$ cat src/rtl/step_pkg.sv
// Shared definitions for the stepper phase decoder and the on-chip step driver.
//   decoder_state_t : reference-tracking states of the phase decoder
//   PH_D..PH_A      : phase index of each coil; forward order is D, C, B, A
//   CLK_HZ          : system clock frequency
//   phase_index()   : index of the set bit of a one-hot phase vector {a,b,c,d}
package step_pkg;

  typedef enum logic [1:0] {
    NO_REF    = 2'd0,
    ENERGIZED = 2'd1,
    RELEASED  = 2'd2
  } decoder_state_t;

  localparam logic [1:0] PH_D = 2'd0;
  localparam logic [1:0] PH_C = 2'd1;
  localparam logic [1:0] PH_B = 2'd2;
  localparam logic [1:0] PH_A = 2'd3;

  localparam int CLK_HZ = 50_000_000;

  // Only meaningful for a one-hot vector; bit position equals phase index.
  function automatic logic [1:0] phase_index(input logic [3:0] vec);
    if (vec[PH_A]) return PH_A;
    if (vec[PH_B]) return PH_B;
    if (vec[PH_C]) return PH_C;
    return PH_D;
  endfunction

endpackage

$ cat src/rtl/phase_filter.sv
// Synchronizer and stability filter for the 4-bit coil-phase vector.
//   clk, reset : system clock, asynchronous active-low reset
//   phase_in   : raw phase vector {a,b,c,d}
//   vec        : last accepted (filtered) vector
//   accept     : one-cycle strobe when vec is (re)loaded
module phase_filter #(
  parameter int SYNC_STAGES   = 2,
  parameter int FILTER_CYCLES = 16
) (
  input  logic       clk,
  input  logic       reset,
  input  logic [3:0] phase_in,
  output logic [3:0] vec,
  output logic       accept
);

  localparam int CNT_W = $clog2(FILTER_CYCLES + 1);
  localparam logic [CNT_W-1:0] CNT_MAX = CNT_W'(FILTER_CYCLES);
  localparam logic [CNT_W-1:0] CNT_ONE = CNT_W'(1);

  logic [SYNC_STAGES-1:0][3:0] sync_q;
  logic [3:0]                  sync_vec;
  logic [3:0]                  cand;
  logic [CNT_W-1:0]            stable_cnt;
  logic [CNT_W-1:0]            cnt_next;
  logic                        changed;
  logic                        hit;

  assign sync_vec = sync_q[SYNC_STAGES-1];

  // stable_cnt counts how many cycles sync_vec has equalled cand, including
  // the cycle it first appeared, so a vector present for FILTER_CYCLES
  // cycles is accepted exactly once, on the cycle the count gets there.
  always_comb begin
    changed = (sync_vec != cand);
    if (changed)
      cnt_next = CNT_ONE;
    else if (stable_cnt == CNT_MAX)
      cnt_next = stable_cnt;
    else
      cnt_next = stable_cnt + CNT_ONE;
    hit = (cnt_next == CNT_MAX) && (changed || (stable_cnt != CNT_MAX));
  end

  always_ff @(posedge clk or negedge reset) begin
    if (!reset) begin
      sync_q     <= '0;
      cand       <= 4'b0000;
      stable_cnt <= '0;
      vec        <= 4'b0000;
      accept     <= 1'b0;
    end else begin
      sync_q     <= {sync_q[SYNC_STAGES-2:0], phase_in};
      cand       <= sync_vec;
      stable_cnt <= cnt_next;
      accept     <= hit;
      if (hit)
        vec <= sync_vec;
    end
  end

endmodule

$ cat src/rtl/step_phase_decoder.sv
// Decodes a 4-phase full-step coil bus into direction, signed position,
// step period and error flags.
//   clk, reset           : system clock, asynchronous active-low reset
//   phase_a..phase_d     : coil phase lines
//   clear_pos, clear_err : synchronous clear pulses
//   position, dir        : signed step count, direction of last counted step
//   step_pulse           : one-cycle strobe per counted step
//   step_period, moving  : cycles between last two steps, recent-step flag
//   energized            : registered state == ENERGIZED
//   err_skip, err_multi  : sticky skip / multi-phase flags
//
// state     | meaning
// NO_REF    | no reference phase held; next one-hot vector only loads it
// ENERGIZED | one-hot vector accepted; reference = its index
// RELEASED  | all-zero after ENERGIZED; reference retained for resume
module step_phase_decoder import step_pkg::*; #(
  parameter int SYNC_STAGES   = 2,
  parameter int FILTER_CYCLES = 16,
  parameter int POS_W         = 32,
  parameter int PER_W         = 32,
  parameter int STALL_CYCLES  = CLK_HZ / 250
) (
  input  logic                    clk,
  input  logic                    reset,
  input  logic                    phase_a,
  input  logic                    phase_b,
  input  logic                    phase_c,
  input  logic                    phase_d,
  input  logic                    clear_pos,
  input  logic                    clear_err,
  output logic signed [POS_W-1:0] position,
  output logic                    dir,
  output logic                    step_pulse,
  output logic [PER_W-1:0]        step_period,
  output logic                    moving,
  output logic                    energized,
  output logic                    err_skip,
  output logic                    err_multi
);

  localparam logic [PER_W-1:0] PER_MAX = '1;
  localparam logic [PER_W-1:0] STALL_C = PER_W'(STALL_CYCLES);
  localparam logic [POS_W-1:0] POS_ONE = POS_W'(1);

  logic [3:0]       acc_vec;
  logic             accept;
  decoder_state_t   state, state_next;
  logic [1:0]       ref_idx, new_idx, idx_delta;
  logic             vec_zero, vec_onehot, vec_multi, decode_en;
  logic             step_fwd, step_rev, step_skip, step_any;
  logic [PER_W-1:0] per_cnt, per_inc;
  logic [POS_W-1:0] pos_base;

  phase_filter #(
    .SYNC_STAGES   (SYNC_STAGES),
    .FILTER_CYCLES (FILTER_CYCLES)
  ) u_filter (
    .clk      (clk),
    .reset    (reset),
    .phase_in ({phase_a, phase_b, phase_c, phase_d}),
    .vec      (acc_vec),
    .accept   (accept)
  );

  always_comb begin
    vec_zero   = (acc_vec == 4'b0000);
    vec_onehot = $onehot(acc_vec);
    vec_multi  = !vec_zero && !vec_onehot;
    new_idx    = phase_index(acc_vec);
    // Modulo-4 distance from the reference: 1 = forward, 3 = reverse, 2 = skip.
    idx_delta  = new_idx - ref_idx;
    decode_en  = accept && vec_onehot && (state != NO_REF);
    step_fwd   = decode_en && (idx_delta == 2'd1);
    step_rev   = decode_en && (idx_delta == 2'd3);
    step_skip  = decode_en && (idx_delta == 2'd2);
    step_any   = step_fwd || step_rev;
    per_inc    = (per_cnt == PER_MAX) ? per_cnt : per_cnt + 1'b1;
    // A step in the same cycle as clear_pos counts from zero.
    pos_base   = clear_pos ? '0 : position;

    state_next = state;
    if (accept) begin
      if (vec_multi)
        state_next = NO_REF;
      else if (vec_onehot)
        state_next = ENERGIZED;
      else if (state == ENERGIZED)
        state_next = RELEASED;
    end
  end

  always_ff @(posedge clk or negedge reset) begin
    if (!reset) begin
      state       <= NO_REF;
      ref_idx     <= PH_D;
      position    <= '0;
      dir         <= 1'b0;
      step_pulse  <= 1'b0;
      step_period <= '0;
      per_cnt     <= '0;
      moving      <= 1'b0;
      energized   <= 1'b0;
      err_skip    <= 1'b0;
      err_multi   <= 1'b0;
    end else begin
      state      <= state_next;
      energized  <= (state_next == ENERGIZED);
      step_pulse <= step_any;

      // Every accepted one-hot vector becomes the new reference, including skips.
      if (accept && vec_onehot)
        ref_idx <= new_idx;

      if (step_any) begin
        per_cnt     <= '0;
        step_period <= per_inc;
        moving      <= 1'b1;
        dir         <= step_rev;
        position    <= step_rev ? pos_base - POS_ONE : pos_base + POS_ONE;
      end else begin
        per_cnt <= per_inc;
        if (per_inc == STALL_C)
          moving <= 1'b0;
        if (clear_pos)
          position <= '0;
      end

      // A new error wins over a coincident clear.
      err_skip  <= (err_skip && !clear_err) || step_skip;
      err_multi <= (err_multi && !clear_err) || (accept && vec_multi);
    end
  end

endmodule
$ cat config.mk
export PLATFORM = sky130hd
export DESIGN_NAME = step_phase_decoder
export DESIGN_NICKNAME = d
export VERILOG_FILES = /design/src/rtl/step_pkg.sv /design/src/rtl/phase_filter.sv /design/src/rtl/step_phase_decoder.sv
export SDC_FILE = /design/constraint.sdc
export NUM_CORES = 1
export LEC_CHECK = 0
export ABC_AREA = 1
export CAP_MARGIN = 20
export CORE_MARGIN = 5
export CORE_UTILIZATION = 25
export CTS_CLUSTER_SIZE = 25
export DETAILED_ROUTE_END_ITERATION = 10
export GPL_ROUTABILITY_DRIVEN = 0
export GPL_TIMING_DRIVEN = 0
export PLACE_DENSITY = 0.49
export SLEW_MARGIN = 10
export SYNTH_ARGS = -nofsm -noshare
export SYNTH_HDL_FRONTEND = slang
export SYNTH_SLANG_ARGS = --single-unit
$ cat constraint.sdc
create_clock -name clk -period 4.95 [get_ports clk]
set_input_delay 1.485 -clock clk [delete_from_list [all_inputs] [get_ports clk]]
set_output_delay 1.485 -clock clk [all_outputs]
set_load 0.01 [all_outputs]
==> metrics.md <==
| Metric | Value |
|---|---|
| Status | completed |
| Initial antenna violation count | 0 |
| Post-synthesis simple-gate area fraction | 34.7% |
| Placed wire-length estimate | 20600 um |
| Die width | 193 um |
| Hold WC Path Type | flip-flop to flip-flop |
| Sequential area share after synthesis | 38.1% |
| Vias in the first global route | 7880 |
| GRT Util Overall | 14.1% |
| DR iter-0 viols | 426 |
| # IOs | 78 |
| GRT Residual Overflow | 0 |
| Setup Viol. Count Final | 0 |
| Die Y | 193 um |
| Post-CTS setup buffer count | 0 |
| PD cells | 234 nW/um^2 |
| Layout fillers | 3705 |
| Final core occ | 31.1% |
| Mapped Area | 8410 sq um |
| Crit path arrival time | 4.74 ns |
| CTS buffer count | 17 |
| Leading post-synthesis cells by cell area | dfrtp_1, nand2_1, inv_1 |
| Final-report hold violation count | 0 |
| P_leak | 0.00522 uW |
| Routed WL | 26400 um |
| TritonCTS clock tree | done |
| Synth Area in XOR/XNOR | 4.99% |
| Full die area | 37400 sq um |
| Slew Limit Fails | 0 |
| Clock skew | 0.0108 ns |
| Routed vias/inst | 4.40 |
| CTS Hold Bufs | 0 |
| Synth Instances | 1218 |
| Area share of the largest cell type after synthesis | 38.1% |
| Avg Inst Size Synth | 6.90 sq um |
| Pin count of the biggest net entering global routing | 71 |
| CTS clk-pin slew, worst paths | 0.06 ns |
| PostCTS Resize Cnt | 0 |
| Adder-cell share of the synthesized area | 3.51% |
| Slew margin rel. | 45.5% |
| Starting Density | 25.2% |
| Antenna viol nets, final | 0 |
| WL/cell | 14.9 um |
| Nets | 1345 |
| Diode count | 0 |
| Synth cell types | 46 |
| Worst Max-Slew Pin Slew | 0.818 ns |
| Synth Area in Compound Gates | 8.48% |
| Initial DRT Pass Iterations | 5 |
| Final Critical Period | 4.43 ns |
| CP required | 5.26 ns |
| Worst hold margin | 0.347 ns |
| Startpoint types | flip-flop |
| FF+latch area | 3200 sq um |
| Most frequent cells in the layout | nand2_1, inv_1, dfrtp_1 |
| Max clock buf depth | 2 |
| Clk_lat worst skew | 0.42 ns |
| Row cnt | 67 |
| RSZ-0062 raised after global routing | no |
| Synthesized net count | 1249 |
| Synth warn | 0 |
| Most common cell after layout, fill and taps aside | nand2_1 |
| CTS Root Cell | clkbuf_16 |
| Via count | 7805 |
| CTS sink count | 128 |
| Max Fclk | 226 MHz |
| Residual DRC | 0 |
| Yosys reg bits | 128 |
| First-pass GRT wire length | 42500 um |
| Area leader, netlist | dfrtp_1 |
| Largest family of logic cells by synthesized area | simple AND/OR/NAND/NOR gates |
| Final period util | 89.5% |
| Critical path peak fanout | 23 |
| H-tree depth | 4 |
| Worst setup path class | flip-flop to flip-flop |
| Multiplexer share of the synthesized area | 0.119% |
| Core area | 33400 sq um |
| Max cap viols | 0 |
| Area taken by multi-input logic gates | 4350 sq um |
| Setup crit end kind | flip-flop |
| Share of layout cells above drive strength 1 | 7.69% |
| # port buffers | 76 |
| Layout area overhead | 23.4% |
| Max VDD drop | 0.230 mV |
==> path summary, 6_finish.rpt <==
| path | depth (start not counted) | slack, ns | from | to |
|---|---|---|---|---|
| max | 22 | 0.52 | u_filter.vec[3] | position[28] |
| min | 0 | 0.35 | u_filter.sync_q[0] | u_filter.sync_vec[0] |
| max reg2reg | 22 | 0.52 | u_filter.vec[3] | position[28] |
| min reg2reg | 0 | 0.35 | u_filter.sync_q[0] | u_filter.sync_vec[0] |
| max in group asynchronous | 2 | 3.17 | reset | position[9] |
| min in group asynchronous | 1 | 1.02 | reset | step_period[22] |
==> cell families (layout without fill, tap and decap cells) <==
logic type | after synthesis | after routing
flops | 128 | 128
fa+ha+maj | 23 | 23
simple gates | 678 | 678
compound gates | 129 | 129
buf+inv | 215 | 324
xor+xnor | 44 | 44
mux | 1 | 1
==> layout make-up <==
| type | instances | share of cell area [%] |
|---|---|---|
| multi-input combinational | 875 | 41.9 |
| sequential | 128 | 30.9 |
| timing repair buffer | 77 | 7.61 |
| inverter | 186 | 6.73 |
| tap | 448 | 5.40 |
| clock buffer | 21 | 4.44 |
| clock inverter | 11 | 1.50 |
| buffer | 29 | 1.48 |
==> worst max-delay path, stage by stage (launching register included) <==
cell	delay (ns)
dfrtp_1	0.36
inv_1	0.09
fa_1	0.48
inv_1	0.04
ha_1	0.17
ha_1	0.26
inv_1	0.05
nand2_1	0.08
nor2_2	0.17
nand3_4	0.20
nor2_8	0.28
buf_8	0.22
buf_4	0.34
ha_1	0.35
a21oi_1	0.21
o21a_1	0.18
nor3_1	0.05
o21ai_0	0.15
nand2_1	0.07
a21oi_1	0.25
nand3b_1	0.12
nand3_1	0.10
nand2_1	0.07
==> sequential cells by signal (all words and copies together), names as in the netlist, 2 cells and up <==
| register | count |
|---|---|
| per_cnt | 32 |
| position | 32 |
| step_period | 32 |
| u_filter.stable_cnt | 5 |
| u_filter.cand | 4 |
| u_filter.sync_q | 4 |
| u_filter.sync_vec | 4 |
| u_filter.vec | 4 |
| ref_idx | 2 |
| state | 2 |
==> through the flow <==
| step | setup TNS, ns | cell area, sq um | worst slack (ns) | total power (uW) | instances |
|---|---|---|---|---|---|
| 2_1_floorplan | 0 | 8410 | 1.28 | 1080 | 1218 |
| 5_1_grt | 0 | 10400 | 0.157 | 2520 | 1775 |
| 3_5_place_dp | 0 | 9760 | 0.548 | 1120 | 1743 |
| 3_3_place_gp | -384.14 | 9730 | -3.01 | 1120 | 1742 |
| 6_report | 0 | 10400 | 0.521 | 2430 | 1775 |
| 4_1_cts | 0 | 10400 | 0.526 | 2470 | 1775 |
==> per-layer routing <==
metal  GRT usage [%]  part of all wire, %  vias to the layer above
met5               0                    0                        -
met4            4.41                  2.6                        0
met3            2.64                  3.8                       37
met2            24.1                   49                      144
met1            18.1                   45                     3630
li1                -                    -                     3994
==> power breakdown <==
part           leakage [uW]  internal (uW)  switching [uW]
Sequential          0.00174           1050            3.29
Combinational       0.00318           10.7            31.2
Clock              0.000298            825             507
Total               0.00522           1890             542
==> cell usage after synthesis, drive strengths merged <==
library cell,count
nand2,406
inv,183
nor2,134
dfrtp,128
nand3,78
o21ai,60
a21oi,46
xor2,38
nor3,29
ha,22
buf,15
clkbuf,14
nand4,10
or2,9
xnor2,6
and2,5
o21a,5
o41ai,5
nand3b,4
a21boi,3
a31oi,3
clkinv,3
nor4,3
o22ai,3
a41oi,1
fa,1
mux2i,1
o2111ai,1
o21bai,1
o32ai,1
No activity file was read; power rests on OpenSTA's default activity.
